==> src/rtl/multicycle_control.sv <==
// multicycle_control: Moore sequencer for the 16-bit, 4-register multi-cycle
// datapath. It decodes IR[15:12], drives per-state strobes to the PC, IR,
// register file, ALU and the shared memory port, stalls memory accesses on
// mem_ready, and counts retired instructions.
// Optional build macro MC_HALT_EN: opcode 1111 enters a terminal HALT state
// (encoding 11) that retires the instruction on entry. Without it, 1111 traps.
module multicycle_control #(
    parameter int         CNT_W   = 16,
    parameter logic [2:0] ALU_ADD = 3'b010
) (
    input  logic             clock,
    input  logic             reset_n,
    input  logic [3:0]       opcode,
    input  logic             zero,
    input  logic             mem_ready,
    output logic             pc_write,
    output logic             pc_write_cond,
    output logic [1:0]       pc_source,
    output logic             iord,
    output logic             mem_read,
    output logic             mem_write,
    output logic             ir_write,
    output logic             reg_dst,
    output logic             mem_to_reg,
    output logic             reg_write,
    output logic             alu_src_a,
    output logic [1:0]       alu_src_b,
    output logic [2:0]       alu_ctl,
    output logic             illegal,
    output logic [CNT_W-1:0] retired,
    output logic [3:0]       state
);

    localparam logic [2:0] ALU_SUB = 3'b110;
    localparam logic [2:0] ALU_AND = 3'b000;
    localparam logic [2:0] ALU_OR  = 3'b001;
    localparam logic [2:0] ALU_SLT = 3'b111;

    typedef enum logic [3:0] {
        FETCH    = 4'd0,
        DECODE   = 4'd1,
        EXEC_R   = 4'd2,
        EXEC_I   = 4'd3,
        MEM_ADDR = 4'd4,
        MEM_RD   = 4'd5,
        MEM_WB   = 4'd6,
        MEM_WR   = 4'd7,
        R_WB     = 4'd8,
        BRANCH   = 4'd9,
        TRAP     = 4'd10,
        HALT     = 4'd11
    } state_t;

    state_t cur_state;
    state_t nxt_state;
    logic   retire;

    // The zero flag gates pc_write_cond inside the datapath; the sequencer
    // only exposes the port so both blocks share one connection list.
    logic   unused_zero;
    assign unused_zero = zero;

    function automatic logic [2:0] rtype_ctl(input logic [3:0] op);
        case (op)
            4'b0001: rtype_ctl = ALU_SUB;
            4'b0010: rtype_ctl = ALU_AND;
            4'b0011: rtype_ctl = ALU_OR;
            4'b0111: rtype_ctl = ALU_SLT;
            default: rtype_ctl = ALU_ADD;
        endcase
    endfunction

    // State register, forced to FETCH asynchronously by reset.
    always_ff @(posedge clock or negedge reset_n) begin
        if (!reset_n) cur_state <= FETCH;
        else          cur_state <= nxt_state;
    end

    // Next-state selection and the per-instruction retire pulse.
    always_comb begin
        nxt_state = cur_state;
        retire    = 1'b0;
        case (cur_state)
            FETCH:    if (mem_ready) nxt_state = DECODE;
            DECODE: begin
                case (opcode)
                    4'b0000, 4'b0001, 4'b0010,
                    4'b0011, 4'b0111:  nxt_state = EXEC_R;
                    4'b0100:           nxt_state = EXEC_I;
                    4'b0101, 4'b0110:  nxt_state = MEM_ADDR;
                    4'b1000:           nxt_state = BRANCH;
`ifdef MC_HALT_EN
                    4'b1111: begin
                        nxt_state = HALT;
                        retire    = 1'b1;
                    end
`endif
                    default:           nxt_state = TRAP;
                endcase
            end
            EXEC_R:   nxt_state = R_WB;
            EXEC_I:   nxt_state = R_WB;
            MEM_ADDR: nxt_state = (opcode == 4'b0110) ? MEM_WR : MEM_RD;
            MEM_RD:   if (mem_ready) nxt_state = MEM_WB;
            R_WB, MEM_WB, BRANCH: begin
                nxt_state = FETCH;
                retire    = 1'b1;
            end
            MEM_WR: begin
                if (mem_ready) begin
                    nxt_state = FETCH;
                    retire    = 1'b1;
                end
            end
            default:  nxt_state = cur_state;  // TRAP and HALT are terminal
        endcase
    end

    // Moore strobe decode; FETCH qualifies its PC/IR loads with mem_ready so
    // the PC advances exactly once per fetched instruction.
    always_comb begin
        pc_write      = 1'b0;
        pc_write_cond = 1'b0;
        pc_source     = 2'b00;
        iord          = 1'b0;
        mem_read      = 1'b0;
        mem_write     = 1'b0;
        ir_write      = 1'b0;
        reg_dst       = 1'b0;
        mem_to_reg    = 1'b0;
        reg_write     = 1'b0;
        alu_src_a     = 1'b0;
        alu_src_b     = 2'b00;
        alu_ctl       = 3'b000;
        case (cur_state)
            FETCH: begin
                mem_read  = 1'b1;
                ir_write  = mem_ready;
                pc_write  = mem_ready;
                alu_src_b = 2'b01;
                alu_ctl   = ALU_ADD;
            end
            DECODE: begin
                alu_src_b = 2'b11;
                alu_ctl   = ALU_ADD;
            end
            EXEC_R: begin
                alu_src_a = 1'b1;
                alu_ctl   = rtype_ctl(opcode);
            end
            EXEC_I, MEM_ADDR: begin
                alu_src_a = 1'b1;
                alu_src_b = 2'b10;
                alu_ctl   = ALU_ADD;
            end
            R_WB: begin
                reg_write = 1'b1;
                reg_dst   = (opcode != 4'b0100);
            end
            MEM_RD: begin
                mem_read = 1'b1;
                iord     = 1'b1;
            end
            MEM_WB: begin
                reg_write  = 1'b1;
                mem_to_reg = 1'b1;
            end
            MEM_WR: begin
                mem_write = 1'b1;
                iord      = 1'b1;
            end
            BRANCH: begin
                alu_src_a     = 1'b1;
                alu_ctl       = ALU_SUB;
                pc_write_cond = 1'b1;
                pc_source     = 2'b01;
            end
            default: ;
        endcase
    end

    // Retired-instruction counter; wraps silently.
    always_ff @(posedge clock or negedge reset_n) begin
        if (!reset_n)    retired <= '0;
        else if (retire) retired <= retired + {{(CNT_W-1){1'b0}}, 1'b1};
    end

    // Sticky illegal-opcode flag, raised on entry to TRAP.
    always_ff @(posedge clock or negedge reset_n) begin
        if (!reset_n)               illegal <= 1'b0;
        else if (nxt_state == TRAP) illegal <= 1'b1;
    end

    assign state = cur_state;

endmodule
==> config.mk <==
export PLATFORM = sky130hd
export DESIGN_NAME = multicycle_control
export DESIGN_NICKNAME = d
export VERILOG_FILES = /design/src/rtl/multicycle_control.sv
export SDC_FILE = /design/constraint.sdc
export NUM_CORES = 1
export LEC_CHECK = 0
export CAP_MARGIN = 20
export CORE_MARGIN = 2
export CORE_UTILIZATION = 65
export DETAILED_ROUTE_END_ITERATION = 6
export DONT_BUFFER_PORTS = 1
export GPL_ROUTABILITY_DRIVEN = 0
export PLACE_DENSITY = 0.81
export SYNTH_ARGS = -nofsm -noshare
export SYNTH_HDL_FRONTEND = slang
export SYNTH_SLANG_ARGS = --single-unit
==> constraint.sdc <==
create_clock -name clock -period 5.2 [get_ports clock]
set_clock_uncertainty 0.1 [all_clocks]
set_input_delay 1.04 -clock clock [delete_from_list [all_inputs] [get_ports clock]]
set_output_delay 1.04 -clock clock [all_outputs]
set_load 0.01 [all_outputs]
==> impl_metrics.yaml <==
outcome:
  status: "finished clean"
die:
  coreArea_mm2: 0.00198
  rows: 16
  initial_core_util_pct: 69.7
  dieArea_mm2: 0.00251
  die_height_um: 50.1
  io_pins: 46
  die-width_um: 50.1
synth:
  synth_edf_count: 0
  yosysSeqAreaShare_pct: 38.0
  syn_inst: 148
  ys_seq_elements: 21
  synth_nets: 161
  yosysWarnings: 0
  avgSynthCellArea_um2: 9.33
  ys_types: 40
  synthFlopType: "dfrtp_1"
  ys_async_sr_fraction_pct: 100
  syn-cell-area_mm2: 0.00138
power:
  pwr_density_cell_mw_per_mm2: 469
  clkPwrFrac_pct: 12.2
  p_leak_nw: 0.575
  p_seq_share_pct: 50.2
  p_int_uw: 330
  switchingPower_uw: 310
  combPwrFrac_pct: 37.6
  p_sw_share_pct: 48.4
  total_power_uw: 640
  peakVddDrop_v: 0.000327
drt:
  drc_errors: 0
  wl_per_cell_um: 16.4
  vias: 1087
  ant_nets: 0
  via_per_inst: 6.51
  wl_mm: 2.74
  drtIter0Drc: 28
  dr.pass1.iters: 4
grt:
  grt_max_degree: 23
  grt_overflow_total: 0
  grt_antenna_before_repair: 0
  grt_first_pass_wirelength_mm: 4.52
  grt_use_total_pct: 23.9
  grt_pass1_vias: 1001
clock_network:
  clockRootBuffer: "clkbuf_4"
  path_clk_slew_ns: 0.11
  cts_setup_buffers: 0
  cts_repair_resize_count: 0
  numCtsBuffers: 3
  cts_tree: "built"
  cts_max_level: 1
  hold_buffers: 0
  clock-sinks: 21
  clockBufferDepth: 2
  clkLatencyLatePin_ns: 0.31
setup_path:
  worst_setup_path_end_kind: "output port"
  start_kind: "flop"
  arrival_ns: 2.17
  required_ns: 4.06
  path_class: "reg -> out"
  crit_buf_inv: 0
  path_cells: "nand2b_1 > or4_4 > a21oi_2 > o21bai_1"
  critPathMaxFanout: 18
  crit_family: "flip-flops"
  crit_slowest_cell: "dfrtp_1"
  crit_path_max_incr_delay_ns: 0.75
worst_hold_path:
  hold_class: "in -> async"
layout:
  syn_to_final_growth_pct: -1.18
  n_antenna_cell: 0
  fin_nets: 154
  final_area_mm2: 0.00137
  final_cell_mix: "21 x dfrtp_1, 14 x xnor2_1, 12 x nand4_1"
  drive_above_1_share_pct: 6.43
  final_common_cell: "dfrtp_1"
placement:
  place_area_mm2: 0.00134
  hpwl_mm: 1.95
  numPortBuffers: 0
timing:
  clock.fmax_mhz: 302
  rsz0062_at_grt: "false"
  fin_crit_sh_pct: 63.7
  finalHoldViolCount: 0
  period_minus_slack_ns: 3.31
  slew_viol_final: 0
  tightest_slew_ns: 0.700
  fin_tns_setup_ns: 0
  setup_viol_count_final: 0
  relSlewSlack_pct: 53.4
run:
  max_cap_violations: 0
per-stage QoR:
step | instances | setup WS [ns] | utilization (%) | hold WS (ns)
after floorplan | 148 | 1.96 | - | 0.397
after global placement | 163 | 1.92 | 67.6 | 0.425
after detailed placement | 163 | 1.90 | 67.6 | 0.428
after CTS | 167 | 1.90 | 68.9 | 0.302
after global routing | 167 | 1.79 | 68.9 | 0.283
final | 167 | 1.89 | 68.9 | 0.310
cells by family (layout without fill, tap and decap cells):
logic type      count (synthesis)  count (layout)  synth area share, %
mux                             5               5                 3.80
flops                          21              21                 38.0
fa+ha+maj                       5               5                 4.53
xor+xnor                       17              17                 10.8
other cells                     1               1                0.271
simple gates                   56              56                 23.1
compound gates                 23              23                 11.8
buf+inv                        20              12                 7.70
state kept, by name, indices dropped and copies added (netlist names):
signal	cells
retired	16
state	4
illegal	1
routing by layer:
| layer | track usage (%) | up-vias | part of all wire [%] |
|---|---|---|---|
| li1 | - | 511 | - |
| met5 | 0 | - | 0 |
| met4 | 8.33 | 0 | 1.5 |
| met2 | 35.3 | 38 | 48 |
| met1 | 32.4 | 533 | 43 |
| met3 | 8.48 | 5 | 7.0 |
worst register-to-register path, delay by kind of cell (launching register included):
family	cells	cell delay, ns
flip-flops	1	0.81
AND/OR/NAND/NOR	1	0.48
multiplexers	1	0.38
AO/OA/AOI/OAI	1	0.18
cell type report:
cell class	count	area, um^2
multi-input cells	107	749
fillers	162	617
flip-flops and latches	21	526
well taps	27	33.8
inverters	8	30.0
clock buffers	4	26.3
power groups by stage:
stage	registers [mW]	clock network [mW]	logic, mW
2_1_floorplan	0.254	0	0.280
3_3_place_gp	0.317	0	0.231
3_5_place_dp	0.321	0	0.239
4_1_cts	0.318	0.0808	0.241
5_1_grt	0.333	0.0880	0.268
6_report	0.321	0.0780	0.241
synthesized netlist by cell type (2+ instances only):
cell	n	area, um^2
o22ai_1	2	12.5
nor2b_1	5	31.3
xnor2_1	14	123
o21bai_1	2	15.0
a21oi_1	6	30.0
nand4_1	12	75.1
dfrtp_1	21	526
mux2i_1	3	30.0
buf_6	2	22.5
inv_1	8	30.0
nor4_1	2	12.5
nand3_1	4	20.0
xor2_1	3	26.3
clkbuf_1	5	18.8
ha_1	5	62.6
mux2_2	2	22.5
and3_1	7	43.8
nor3_1	6	30.0
o21ai_0	3	15.0
nand2_1	8	30.0
buf_4	4	30.0
nor2_1	6	22.5
final timing paths:
path / start / endpoint / slack [ns] / cells after the start
max: state[1] / alu_ctl[1] / 1.89 / 4
min: reset_n / retired[11] / 0.31 / 0
max reg2reg: state[3] / retired[1] / 3.14 / 3
min reg2reg: retired[15] / retired[15] / 0.44 / 1
max in group asynchronous: reset_n / retired[4] / 4.62 / 0
min in group clock: retired[15] / retired[15] / 0.44 / 1
(Power assumes the default switching activity.)
